**src/rtl/culsans_pkg.sv**
```systemverilog
// Shared types for the coherent cache slice.
//  - ad_req_t       : kind of request issued by the dcache (single word / full line)
//  - snoop codes    : ACE ARSNOOP / AWSNOOP encodings
//  - ace_ad_state_t : state of the miss adapter FSM
//  - req_t / resp_t : ACE master request / response channel bundles (64-bit data bus)
package culsans_pkg;

  localparam int unsigned IdWidth   = 4;
  localparam int unsigned AddrWidth = 64;
  localparam int unsigned DataWidth = 64;

  localparam logic [1:0] DomainNonShare = 2'b00;
  localparam logic [1:0] DomainInner    = 2'b01;
  localparam logic [1:0] BurstIncr      = 2'b01;

  typedef enum logic {SINGLE_REQ, CACHE_LINE_REQ} ad_req_t;

  typedef logic [3:0] arsnoop_t;
  typedef logic [2:0] awsnoop_t;

  typedef enum logic [2:0] {IDLE, AR, R, AW_W, W, B} ace_ad_state_t;

  typedef struct packed {
    logic [IdWidth-1:0]   id;
    logic [AddrWidth-1:0] addr;
    logic [7:0]           len;
    logic [2:0]           size;
    logic [1:0]           burst;
    logic                 lock;
    logic [3:0]           cache;
    logic [2:0]           prot;
    logic [3:0]           qos;
    logic [3:0]           region;
    awsnoop_t             snoop;
    logic [1:0]           bar;
    logic [1:0]           domain;
    logic                 awunique;
  } aw_chan_t;

  typedef struct packed {
    logic [DataWidth-1:0]   data;
    logic [DataWidth/8-1:0] strb;
    logic                   last;
  } w_chan_t;

  typedef struct packed {
    logic [IdWidth-1:0] id;
    logic [1:0]         resp;
  } b_chan_t;

  typedef struct packed {
    logic [IdWidth-1:0]   id;
    logic [AddrWidth-1:0] addr;
    logic [7:0]           len;
    logic [2:0]           size;
    logic [1:0]           burst;
    logic                 lock;
    logic [3:0]           cache;
    logic [2:0]           prot;
    logic [3:0]           qos;
    logic [3:0]           region;
    arsnoop_t             snoop;
    logic [1:0]           bar;
    logic [1:0]           domain;
  } ar_chan_t;

  typedef struct packed {
    logic [IdWidth-1:0]   id;
    logic [DataWidth-1:0] data;
    logic [3:0]           resp;
    logic                 last;
  } r_chan_t;

  typedef struct packed {
    aw_chan_t aw;
    logic     aw_valid;
    w_chan_t  w;
    logic     w_valid;
    logic     b_ready;
    ar_chan_t ar;
    logic     ar_valid;
    logic     r_ready;
  } req_t;

  typedef struct packed {
    logic    aw_ready;
    logic    ar_ready;
    logic    w_ready;
    logic    b_valid;
    b_chan_t b;
    logic    r_valid;
    r_chan_t r;
  } resp_t;

  // Non-snooping transactions stay in the non-shareable domain.
  function automatic logic [1:0] snoop_domain(input logic snoop_nonzero);
    return snoop_nonzero ? DomainInner : DomainNonShare;
  endfunction

endpackage

```
**src/rtl/ace_miss_adapter.sv**
```systemverilog
// ace_miss_adapter
//  Turns one dcache miss / writeback request at a time into an ACE master
//  transaction (AR/R for reads, AW/W/B for writes), returns the assembled fill
//  line or the write completion, and issues RACK/WACK.
// Ports
//  clk_i, rst_ni            clock, asynchronous active-low reset
//  req_i .. awsnoop_i       request from the dcache, held stable until gnt_o
//  gnt_o                    pulse on the AR/AW handshake (request accepted)
//  valid_o                  one-cycle pulse when the transaction completes
//  rdata_o, rresp_o, err_o  fill line, last R resp, error seen in transaction
//  axi_req_o, axi_resp_i    ACE master port
//  rack_o, wack_o           ACE read / write acknowledges
module ace_miss_adapter
  import culsans_pkg::*;
#(
  parameter int unsigned        CACHELINE_WIDTH = 128,
  parameter logic [IdWidth-1:0] AXI_ID          = '0
) (
  input  logic                         clk_i,
  input  logic                         rst_ni,
  input  logic                         req_i,
  input  ad_req_t                      type_i,
  input  logic                         we_i,
  input  logic [63:0]                  addr_i,
  input  logic [1:0]                   size_i,
  input  logic [CACHELINE_WIDTH/8-1:0] be_i,
  input  logic [CACHELINE_WIDTH-1:0]   wdata_i,
  input  arsnoop_t                     arsnoop_i,
  input  awsnoop_t                     awsnoop_i,
  output logic                         gnt_o,
  output logic                         valid_o,
  output logic [CACHELINE_WIDTH-1:0]   rdata_o,
  output logic [3:0]                   rresp_o,
  output logic                         err_o,
  output req_t                         axi_req_o,
  input  resp_t                        axi_resp_i,
  output logic                         rack_o,
  output logic                         wack_o
);

  localparam int unsigned BEATS  = CACHELINE_WIDTH / 64;
  localparam int unsigned CNT_W  = $clog2(BEATS);
  localparam int unsigned OFFS_W = $clog2(CACHELINE_WIDTH / 8);
  localparam logic [CNT_W-1:0] LAST_BEAT = CNT_W'(BEATS - 1);

  ace_ad_state_t state_q, state_d;

  // Request latch (captured on acceptance in IDLE; inputs are stable until gnt_o)
  logic                       is_line_q;
  logic [63:0]                addr_q;
  logic [1:0]                 size_q;
  logic [BEATS-1:0][7:0]      be_q;
  logic [BEATS-1:0][63:0]     wdata_q;
  arsnoop_t                   arsnoop_q;
  awsnoop_t                   awsnoop_q;

  // Transaction control
  logic [CNT_W-1:0]           cnt_q;
  logic                       aw_done_q;
  logic                       w_done_q;
  logic                       err_q;
  logic [3:0]                 rresp_q;
  logic                       valid_q;
  logic                       rack_q;
  logic                       wack_q;
  logic [BEATS-1:0][63:0]     rdata_q;

  logic aw_fire, w_fire, r_fire, b_fire;
  logic w_last;
  logic [63:0] line_addr;
  ar_chan_t ar_chan;
  aw_chan_t aw_chan;
  w_chan_t  w_chan;

  logic unused_resp;
  assign unused_resp = ^{axi_resp_i.r.id, axi_resp_i.b.id, axi_resp_i.b.resp[0]};

  assign line_addr = is_line_q ? {addr_q[63:OFFS_W], {OFFS_W{1'b0}}} : addr_q;
  assign w_last    = (cnt_q == (is_line_q ? LAST_BEAT : '0));

  always_comb begin
    ar_chan        = '0;
    ar_chan.id     = AXI_ID;
    ar_chan.addr   = line_addr;
    ar_chan.len    = is_line_q ? 8'(BEATS - 1) : 8'd0;
    ar_chan.size   = is_line_q ? 3'd3 : {1'b0, size_q};
    ar_chan.burst  = BurstIncr;
    ar_chan.cache  = is_line_q ? 4'b1111 : 4'b0010;
    ar_chan.snoop  = arsnoop_q;
    ar_chan.domain = snoop_domain(arsnoop_q != '0);

    aw_chan        = '0;
    aw_chan.id     = AXI_ID;
    aw_chan.addr   = line_addr;
    aw_chan.len    = is_line_q ? 8'(BEATS - 1) : 8'd0;
    aw_chan.size   = is_line_q ? 3'd3 : {1'b0, size_q};
    aw_chan.burst  = BurstIncr;
    aw_chan.cache  = is_line_q ? 4'b1111 : 4'b0010;
    aw_chan.snoop  = awsnoop_q;
    aw_chan.domain = snoop_domain(awsnoop_q != '0);

    w_chan         = '0;
    w_chan.data    = wdata_q[cnt_q];
    w_chan.strb    = be_q[cnt_q];
    w_chan.last    = w_last;
  end

  always_comb begin
    state_d   = state_q;
    gnt_o     = 1'b0;
    axi_req_o = '0;
    aw_fire   = 1'b0;
    w_fire    = 1'b0;
    r_fire    = 1'b0;
    b_fire    = 1'b0;
    unique case (state_q)
      IDLE: begin
        if (req_i) state_d = we_i ? AW_W : AR;
      end
      AR: begin
        axi_req_o.ar       = ar_chan;
        axi_req_o.ar_valid = 1'b1;
        if (axi_resp_i.ar_ready) begin
          gnt_o   = 1'b1;
          state_d = R;
        end
      end
      R: begin
        axi_req_o.r_ready = 1'b1;
        r_fire            = axi_resp_i.r_valid;
        if (axi_resp_i.r_valid && axi_resp_i.r.last) state_d = IDLE;
      end
      AW_W: begin
        // AW and W run independently; W beats may all complete before AW.
        axi_req_o.aw       = aw_chan;
        axi_req_o.aw_valid = !aw_done_q;
        axi_req_o.w        = w_chan;
        axi_req_o.w_valid  = !w_done_q;
        aw_fire            = !aw_done_q && axi_resp_i.aw_ready;
        w_fire             = !w_done_q && axi_resp_i.w_ready;
        gnt_o              = aw_fire;
        // cnt_q != 0 means a beat went out earlier (w_done_q covers the wrap).
        if ((aw_done_q || aw_fire) && (w_done_q || w_fire || cnt_q != '0))
          state_d = (w_done_q || (w_fire && w_last)) ? B : W;
      end
      W: begin
        axi_req_o.w       = w_chan;
        axi_req_o.w_valid = 1'b1;
        w_fire            = axi_resp_i.w_ready;
        if (axi_resp_i.w_ready && w_last) state_d = B;
      end
      B: begin
        axi_req_o.b_ready = 1'b1;
        b_fire            = axi_resp_i.b_valid;
        if (axi_resp_i.b_valid) state_d = IDLE;
      end
      default: state_d = IDLE;
    endcase
  end

  always_ff @(posedge clk_i) begin
    if (state_q == IDLE && req_i) begin
      is_line_q <= (type_i == CACHE_LINE_REQ);
      addr_q    <= addr_i;
      size_q    <= size_i;
      be_q      <= be_i;
      wdata_q   <= wdata_i;
      arsnoop_q <= arsnoop_i;
      awsnoop_q <= awsnoop_i;
    end
  end

  always_ff @(posedge clk_i or negedge rst_ni) begin
    if (!rst_ni) begin
      state_q   <= IDLE;
      cnt_q     <= '0;
      aw_done_q <= 1'b0;
      w_done_q  <= 1'b0;
      err_q     <= 1'b0;
      rresp_q   <= '0;
      valid_q   <= 1'b0;
      rack_q    <= 1'b0;
      wack_q    <= 1'b0;
      rdata_q   <= '0;
    end else begin
      state_q <= state_d;
      valid_q <= 1'b0;
      rack_q  <= 1'b0;
      wack_q  <= 1'b0;
      if (state_q == IDLE && req_i) begin
        cnt_q     <= '0;
        aw_done_q <= 1'b0;
        w_done_q  <= 1'b0;
        err_q     <= 1'b0;
      end
      // Extra beats wrap the slot counter; r.last alone terminates the burst.
      if (r_fire) begin
        rdata_q[cnt_q] <= axi_resp_i.r.data;
        cnt_q          <= cnt_q + 1'b1;
        err_q          <= err_q | axi_resp_i.r.resp[1];
        if (axi_resp_i.r.last) begin
          rresp_q <= axi_resp_i.r.resp;
          valid_q <= 1'b1;
          rack_q  <= 1'b1;
        end
      end
      if (aw_fire) aw_done_q <= 1'b1;
      if (w_fire) begin
        cnt_q <= cnt_q + 1'b1;
        if (w_last) w_done_q <= 1'b1;
      end
      if (b_fire) begin
        err_q   <= err_q | axi_resp_i.b.resp[1];
        valid_q <= 1'b1;
        wack_q  <= 1'b1;
      end
    end
  end

  assign valid_o = valid_q;
  assign rack_o  = rack_q;
  assign wack_o  = wack_q;
  assign err_o   = err_q;
  assign rresp_o = rresp_q;
  assign rdata_o = rdata_q;

endmodule
```
**config.mk**
```make
export PLATFORM = sky130hd
export DESIGN_NAME = ace_miss_adapter
export DESIGN_NICKNAME = d
export VERILOG_FILES = /design/src/rtl/culsans_pkg.sv /design/src/rtl/ace_miss_adapter.sv
export SDC_FILE = /design/constraint.sdc
export NUM_CORES = 1
export LEC_CHECK = 0
export BUFFER_PORTS_ARGS = -buffer_cell sky130_fd_sc_hd__clkbuf_2
export CAP_MARGIN = 20
export CELL_PAD_IN_SITES_DETAIL_PLACEMENT = 2
export CELL_PAD_IN_SITES_GLOBAL_PLACEMENT = 2
export CORE_AREA = 2 2 281 283
export CTS_BUF_LIST = sky130_fd_sc_hd__clkbuf_4
export DETAILED_ROUTE_END_ITERATION = 8
export DIE_AREA = 0 0 283 285
export GPL_TIMING_DRIVEN = 0
export PLACE_DENSITY_LB_ADDON = 0.3
export SLEW_MARGIN = 20
export SYNTH_ARGS = -nofsm -noshare
export SYNTH_HDL_FRONTEND = slang
export SYNTH_SLANG_ARGS = --single-unit
export TNS_END_PERCENT = 5
```
**constraint.sdc**
```tcl
create_clock -name clk_i -period 5.95 [get_ports clk_i]
set_input_delay 0.2975 -clock clk_i [delete_from_list [all_inputs] [get_ports clk_i]]
set_output_delay 0.2975 -clock clk_i [all_outputs]
set_load 0.05 [all_outputs]
```
After elaboration in Yosys (flattened, before gate mapping)
Cells that the tools add are included.

operators by class
  bitwise operators = 2
  muxes and demuxes = 47
  $lt $le $gt $ge = 2
  equality and inequality tests = 12
  reductions and logical operators = 22
  add/sub/neg operators = 1

operator list
  kind                                                                          count
  102-bit 2-to-1 mux                                                            2
  64-bit 2-to-1 mux                                                             3
  74-bit one-hot mux with 2 select lines                                        1
  128-bit bitwise mux                                                           1
  64-bit demux with 1-bit select                                                1
  1-bit 2-to-1 mux                                                              24
  3-bit 2-to-1 mux                                                              6
  3-bit one-hot mux with 6 select lines                                         1
  8-bit 2-to-1 mux                                                              2
  2-bit != test, second input constant                                          6
  3-bit nonzero test                                                            3
  1-bit logical AND                                                             8
  4-bit 2-to-1 mux                                                              2
  3-bit by 2-bit == test with 1-bit output, second input constant               2
  3-bit == test, second input constant                                          2
  6-bit AND reduction                                                           1
  1-bit logical OR                                                              4
  2-bit 2-to-1 mux                                                              2
  1-bit one-hot mux with 2 select lines                                         2
  4-bit nonzero test                                                            1
  3-bit by 1-bit == test with 1-bit output, second input constant               1
  3-bit zero test                                                               1
  1-bit zero test                                                               2
  1-bit by 2-bit less-than comparator with 1-bit output, second input constant  1
  6 further kinds                                                               7

word-level totals
  logic and storage cells = 106
  input bits = 306
  flip-flop bits (word level) = 360
  output and inout port bits = 425

Longest topological paths before layout
Gate-level depths: netlist (run 1).

  depth in word-level cells = 7
  depth in mapped cells = 7
  depth with buffers taken out = 5

Worst setup path after synthesis (run 1)
Ideal clock, no wire load.

  path type = reg-to-reg
  start point = reg state_q[0]
  end point = reg addr_q[0] (enable)
  setup time = 0.569 ns
  arrival = 5.081 ns
  stages on the path, launching flop included = 5
  setup slack = 0.300 ns
  period minus slack after synthesis = 5.650 ns
  required time = 5.381 ns
  buffers on the path = 1
  cell sequence = dfrtp_1 buf_2 nor2_1 nand3b_1 inv_1

between the ends
  cells in the longest elaborated chain, start to end = 2

RTL lines
  what                    line                     RTL
  from (decl)             ace_miss_adapter.sv:46   ace_ad_state_t state_q, state_d;
  from (signal assigned)  ace_miss_adapter.sv:186  state_q <= state_d;
  3-bit zero test         ace_miss_adapter.sv:162  if (state_q == IDLE && req_i) begin
  1-bit logical AND       ace_miss_adapter.sv:162
  to (signal assigned)    ace_miss_adapter.sv:164  addr_q <= addr_i;
  to (decl)               ace_miss_adapter.sv:50   logic [63:0] addr_q;

Every way passes these cells.
A chain may end at the register's enable or synchronous reset.

==> impl_metrics.env, run 1 <==
export IMPL_synth_area_top_cells="edfxtp_1 (45%), dfrtp_1 (24%), mux2_2 (5.7%)"
export IMPL_min_path_type="in -> reg"
export IMPL_synth_edf_count=218
export IMPL_drc=0
export IMPL_grt_pass1_vias=14100
export IMPL_fp_dieArea_um2=80700
export IMPL_dr_pass1_iters=4
export IMPL_cp_slowest_cell="clkbuf_1"
export IMPL_p_clk_frac=0.185
export IMPL_tns_ns=0
export IMPL_startpoint_type="flip-flop"
export IMPL_synthArstFlopShare=0.394
export IMPL_nFillCells=8531
export IMPL_grt_max_degree=88
export IMPL_rsz0062_at_grt="no"
export IMPL_whs_ns=0.147
export IMPL_clock_sinks=360
export IMPL_finalNonFillerCells=3211
export IMPL_tightest_slew_ns=0.895
export IMPL_irDropWorstVdd_mv=0.189
export IMPL_path_cells="buf_2 -> nand3b_1 -> inv_1 -> a21oi_1 -> clkbuf_1 -> buf_2 -> nor2_1 -> clkbuf_2"
export IMPL_power_leakage_nw=11.0
export IMPL_die_height_um=285
export IMPL_antenna_found_initial=10
export IMPL_period_minus_slack_ns=3.96
export IMPL_synth_area_per_cell_um2=15.3
export IMPL_core_um2=78000
export IMPL_post_drt_wl_per_cell_um=18.9
export IMPL_synth_common_cells="edfxtp_1 (218), dfrtp_1 (142), and2_1 (131)"
export IMPL_clk_latency_ns=0.85
export IMPL_start_util=0.187
export IMPL_cp_required_ns=5.65
export IMPL_viasPerCell=3.77
export IMPL_netlist_instances=948
export IMPL_track_usage=0.149
export IMPL_outcome="completed"
export IMPL_fin_nets=2384
export IMPL_critPathBufInv=5
export IMPL_cp_end_kind="primary output"
export IMPL_ys_flop_type="edfxtp_1"
export IMPL_combPwrFrac=0.517
export IMPL_p_seq_frac=0.298
export IMPL_grt_pass1_wl_mm=91.1
export IMPL_drive_above_1_share=0.468
export IMPL_dp_hpwl_mm=42.6
export IMPL_yosysTopAreaCell="edfxtp_1"
export IMPL_hold_violations=0
export IMPL_numCtsBuffers=105
export IMPL_clockRootBuffer="clkbuf_4"
export IMPL_yosys_warnings=0
export IMPL_io_pins=731
export IMPL_setup_viol=0
export IMPL_critical_path_max_fanout=10
export IMPL_dp_cells=2721
export IMPL_criticalPathCategory="reg -> out"
export IMPL_fp_dieW_um=283
export IMPL_grt_ovfl_total=0
export IMPL_detail_route_antenna_nets=0
export IMPL_synth_cell_types=37
export IMPL_ys_seq_elements=360
export IMPL_drtIter0Drc=361
export IMPL_synth_seq_area_share=0.694
export IMPL_place_congestion=0.828
export IMPL_p_switching_mw=6.58
export IMPL_rows=103
export IMPL_drt_total_wl_mm=60.7
export IMPL_powerDensity_nw_per_um2=543
export IMPL_clock_path_buffers=3
export IMPL_cp_top_family="buffers and inverters"
export IMPL_cp_common_cell="buf_2"
export IMPL_max_freq_mhz=252
export IMPL_swShare=0.508
export IMPL_htreeDepth=3
export IMPL_intPower_mw=6.37
export IMPL_synthesis_area_um2=14500
export IMPL_slew_viol_final=0
export IMPL_min_period_over_period=0.666
export IMPL_cpPeakStageDelay_ns=0.71
export IMPL_p_total_mw=12.9
export IMPL_cp_data_arrival_time_ns=3.67
export IMPL_cts_reportedPaths_clkPinSlew_ns=0.06
export IMPL_yosysMostFrequentCell="edfxtp_1"
export IMPL_via_count=12100
export IMPL_cts_tree="built"
export IMPL_synth_top_area_frac=0.450
export IMPL_finalClockSkew_ns=0.0659
export IMPL_io_buffers=664
export IMPL_max_slew_margin=0.404
export IMPL_drv_cap=0
export IMPL_post_cts_resized=0
export IMPL_syn_to_final_growth_pct=64.0
==> per-layer routing <==
| layer | global-route usage | up-vias | part of all wire |
|---|---|---|---|
| met4 | 0.0449 | 10 | 0.025 |
| met3 | 0.0540 | 111 | 0.076 |
| met1 | 0.161 | 5962 | 0.38 |
| li1 | - | 5541 | - |
| met2 | 0.269 | 495 | 0.52 |
| met5 | 0 | - | 0.0010 |
==> registers in the layout, indices dropped and copies added, names as in the netlist <==
signal / cells
wack_o: 1
cnt_q: 1
state_q: 3
awsnoop_q: 3
valid_o: 1
size_q: 2
rack_o: 1
addr_q: 64
w_done_q: 1
rresp_o: 4
wdata_q: 128
rdata_o: 128
err_o: 1
aw_done_q: 1
is_line_q: 1
arsnoop_q: 4
be_q: 16
==> power by group through the flow <==
stage / clock [mW] / sequential (mW) / combinational (mW)
after CTS: 2.50 / 3.86 / 6.75
after global placement: 0 / 3.99 / 6.46
after global routing: 2.65 / 3.96 / 7.03
after detailed placement: 0 / 3.91 / 6.56
after floorplan: 0 / 5.50 / 3.13
final: 2.39 / 3.86 / 6.69
==> cells by family after synthesis <==
family	after synthesis	share of synthesized area
DFF	360	0.694
and+or+nand+nor	244	0.0901
muxes	208	0.155
buffers and inverters	119	0.0528
AOI/OAI and AO/OA	15	0.00731
xor gates and xnor gates	1	0.000602
other	1	0.000258
==> worst register-to-register path: cells and delay by family, from the launching register on <==
kind,cells,cell delay [ns]
buffers and inverters,4,1.50
flip-flops,1,0.36
AND/OR/NAND/NOR,2,0.57
==> placed cells by master, fill, tap and decap left out, types with 21 or more instances in the layout <==
cell type / Yosys / final
clkbuf_2: 0 / 663
dlygate4sd3_1: 0 / 299
edfxtp_1: 218 / 218
clkbuf_4: 0 / 160
dfrtp_1: 142 / 142
and2_1: 131 / 131
nor2_1: 91 / 91
mux2i_1: 75 / 75
mux2_2: 73 / 73
buf_4: 67 / 67
mux2_1: 60 / 60
conb_1: 1 / 57
buf_2: 20 / 21
==> worst paths after layout <==
| path | depth (start not counted) | slack, ns | to | from |
|---|---|---|---|---|
| worst max-delay path | 8 | 1.99 | axi_req_o[126] | state_q[2]$_DFFE_PN0P_ |
| worst min-delay path | 2 | 0.15 | wdata_q[90]$_DFFE_PP_ | wdata_i[90] |
| worst max register to register | 6 | 3.02 | be_q[12]$_DFFE_PP_ | state_q[0]$_DFFE_PN0P_ |
| worst min register to register | 1 | 0.49 | rdata_o[33]$_DFFE_PN0P_ | rdata_o[33]$_DFFE_PN0P_ |
| max in group asynchronous | 4 | 4.64 | state_q[1]$_DFFE_PN0P_ | rst_ni |
| min in group asynchronous | 3 | 0.60 | rdata_o[84]$_DFFE_PN0P_ | rst_ni |
==> final cells by class <==
| cell class | count | area [um^2] | share of cell area |
|---|---|---|---|
| inverter | 4 | 22.5 | 0.000944 |
| sequential | 360 | 10100 | 0.423 |
| multi-input combinational | 525 | 3890 | 0.163 |
| clock inverter | 23 | 125 | 0.00525 |
| antenna | 7 | 17.5 | 0.000734 |
| buffer | 115 | 754 | 0.0316 |
| tap | 1050 | 1310 | 0.0551 |
| clock buffer | 160 | 1200 | 0.0504 |
| timing repair buffer | 967 | 6430 | 0.270 |
==> per-stage QoR <==
| step | setup WS [ns] | area, um^2 | utilization |
|---|---|---|---|
| after global routing | 1.52 | 23800 | 0.306 |
| after floorplan | 0.300 | 14800 | - |
| after detailed placement | 2.67 | 19500 | 0.250 |
| final | 1.99 | 23800 | 0.306 |
| after global placement | -2.10 | 19400 | 0.249 |
| after CTS | 1.66 | 23800 | 0.306 |
==> timing repair <==
item,in CTS,in global routing
endpoints found under the hold margin,502,0
buffers inserted,0,0
hold buffers,300,0
Note: power is estimated with default switching activity, not from simulation.
==> inputs of run 2 (changes only) <==
CORE_AREA = 2 2 282 284   (was 2 2 281 283)
DIE_AREA = 0 0 284 286   (was 0 0 283 285)
clock period = 3.9 ns   (was 5.95 ns; I/O delays follow)
==> run 2 against run 1 <==
Global-route usage up 1.8 points. Register-to-register slack worse by 2.2 ns. Combinational power up 58%. Routed wire length up 13%. Sequential power up 54%. First-iteration DRC count up 6.4%. Non-clock buffer count up 228. Final cell count up 7.3%. Utilization up 2.9 points. Die area up 0.71%. Critical endpoint is now axi_req_o[150].
==> impl_metrics.env, run 2 (synthesis gave the netlist of run 1 again) <==
export IMPL_outcome="completed"
export IMPL_intPower_mw=9.99
export IMPL_reg2reg_setup_slack_ns=0.83
export IMPL_post_drt_wl_per_cell_um=20.0
export IMPL_final_cell_mix="clkbuf_2 (664), dlygate4sd3_1 (519), edfxtp_1 (218)"
export IMPL_max_slew_margin=0.368
export IMPL_crit_start="cnt_q$_DFFE_PN0P_"
export IMPL_hold_violations=0
export IMPL_final_seq_area_um2=10100
export IMPL_clock_path_buffers=3
export IMPL_combPwrFrac=0.521
export IMPL_drive_above_1_share=0.428
export IMPL_drc=0
export IMPL_rr_worst_depth=8
export IMPL_nFillCells=8444
export IMPL_tightest_slew_ns=0.949
export IMPL_htreeDepth=3
export IMPL_p_switching_mw=10.4
export IMPL_cp_data_arrival_time_ns=3.32
export IMPL_via_count=13200
export IMPL_detail_route_antenna_nets=0
export IMPL_dp_hpwl_mm=43.1
export IMPL_min_path_type="in -> reg"
export IMPL_track_usage=0.166
export IMPL_fp_dieW_um=284
export IMPL_cp_common_cell="buf_2"
export IMPL_cpPeakStageDelay_ns=0.75
export IMPL_swShare=0.509
export IMPL_grt_ovfl_total=0
export IMPL_drt_total_wl_mm=68.8
export IMPL_drv_cap=0
export IMPL_clockRootBuffer="clkbuf_4"
export IMPL_cp_required_ns=3.70
export IMPL_criticalPathCategory="reg -> out"
export IMPL_rows=103
export IMPL_clk_latency_ns=0.85
export IMPL_r2r_start="state_q[2]$_DFFE_PN0P_"
export IMPL_holdPathStages=2
export IMPL_drtIter0Drc=384
export IMPL_irDropWorstVdd_mv=0.352
export IMPL_grt_pass1_vias=15800
export IMPL_dr_pass1_iters=6
export IMPL_startpoint_type="flip-flop"
export IMPL_start_util=0.186
export IMPL_hp_start="wdata_i[24]"
export IMPL_multi_input_area_um2=3890
export IMPL_min_period_over_period=0.902
export IMPL_whs_ns=0.0876
export IMPL_p_seq_frac=0.292
export IMPL_io_buffers=664
export IMPL_finalClockSkew_ns=0.0754
export IMPL_final_setup_worst_slack_ns=0.383
export IMPL_numCtsBuffers=108
export IMPL_place_congestion=0.812
export IMPL_fp_dieArea_um2=81200
export IMPL_rsz0062_at_grt="no"
export IMPL_fin_nets=2615
export IMPL_clock_sinks=360
export IMPL_core_um2=78400
export IMPL_hold_path_end="wdata_q[24]$_DFFE_PP_"
export IMPL_period_minus_slack_ns=3.52
export IMPL_slew_viol_final=0
export IMPL_setup_viol=0
export IMPL_power_leakage_nw=12.0
export IMPL_cp_slowest_cell="clkbuf_1"
export IMPL_max_freq_mhz=284
export IMPL_grt_pass1_wl_mm=102
export IMPL_die_height_um=286
export IMPL_tns_ns=0
export IMPL_viasPerCell=3.84
export IMPL_syn_to_final_growth_pct=80.3
export IMPL_final_common_cell="clkbuf_2"
export IMPL_p_clk_frac=0.186
export IMPL_cts_reportedPaths_clkPinSlew_ns=0.06
export IMPL_post_place_ws_ns=0.663
export IMPL_grt_max_degree=75
export IMPL_path_cells="buf_2 -> buf_2 -> clkbuf_1 -> mux2i_1 -> nor2_1 -> clkbuf_2"
export IMPL_cp_end_kind="primary output"
export IMPL_powerDensity_nw_per_um2=776
export IMPL_io_pins=731
export IMPL_cts_tree="built"
export IMPL_antenna_found_initial=6
export IMPL_reg2reg_to="cnt_q$_DFFE_PN0P_"
export IMPL_critical_path_max_fanout=10
run 2: cell count changes in the layout (fill, tap and decap cells not counted), sizes merged:
cell         change
clkbuf           +2
clkinvlp         +2
buf              +8
inv              -5
dlygate4sd3    +220
clkinv           +8
run 2: repair_timing:
action | CTS | global route
endpoints found under the setup margin | 30 | 22
buffers inserted | 0 | 3
cloned | 0 | 0
hold buffers | 519 | 1
endpoints found under the hold margin | 502 | 1
resized for setup | 2 | 0
run 2: cell type report:
cell class	instances	share of cell area
antenna	7	0.000668
buffer	115	0.0291
clock buffer	162	0.0464
clock inverter	28	0.00539
inverter	4	0.000716
multi-input combinational	525	0.149
sequential	360	0.385
tap	1050	0.0501
timing repair buffer	1195	0.334
run 2: worst max-delay path, delay by kind of cell, from the launching register on:
kind | cells | cell delay, ns
mux | 1 | 0.22
buf+inv | 4 | 1.62
flops | 1 | 0.32
simple gates | 1 | 0.29
run 2: worst max-delay path by stage:
stage	endpoint	slack, ns	cells after the start
after floorplan	addr_q[0]$_DFFE_PP_	-0.46	4
after CTS	axi_req_o[68]	0.01	7
after detailed placement	axi_req_o[68]	0.66	7
final	axi_req_o[150]	0.38	6
after global placement	be_q[13]$_DFFE_PP_	-2.36	4
after global routing	axi_req_o[150]	0.11	8
run 2: power groups by stage:
stage          sequential [mW]  clock [mW]  combinational [mW]
2_1_floorplan             8.35           0                4.79
3_3_place_gp              6.04           0                9.86
3_5_place_dp              5.99           0                10.1
4_1_cts                   5.92        3.86                10.6
5_1_grt                   6.10        4.17                11.1
6_report                  5.95        3.80                10.6
run 2: routing by layer:
metal,up-vias,global-route usage,share of wire
met5,-,0,0
met2,529,0.318,0.55
met3,137,0.0480,0.064
met4,0,0.0582,0.029
met1,6562,0.172,0.36
li1,5992,-,-
run 2: stage by stage:
stage | utilization | instance area [um^2] | total power [mW] | cells
floorplan | - | 14800 | 13.1 | 1004
global placement | 0.248 | 19400 | 15.9 | 2718
detailed placement | 0.250 | 19600 | 16.1 | 2726
CTS | 0.334 | 26200 | 20.4 | 3435
global route | 0.335 | 26200 | 21.4 | 3444
finish | 0.335 | 26200 | 20.4 | 3446
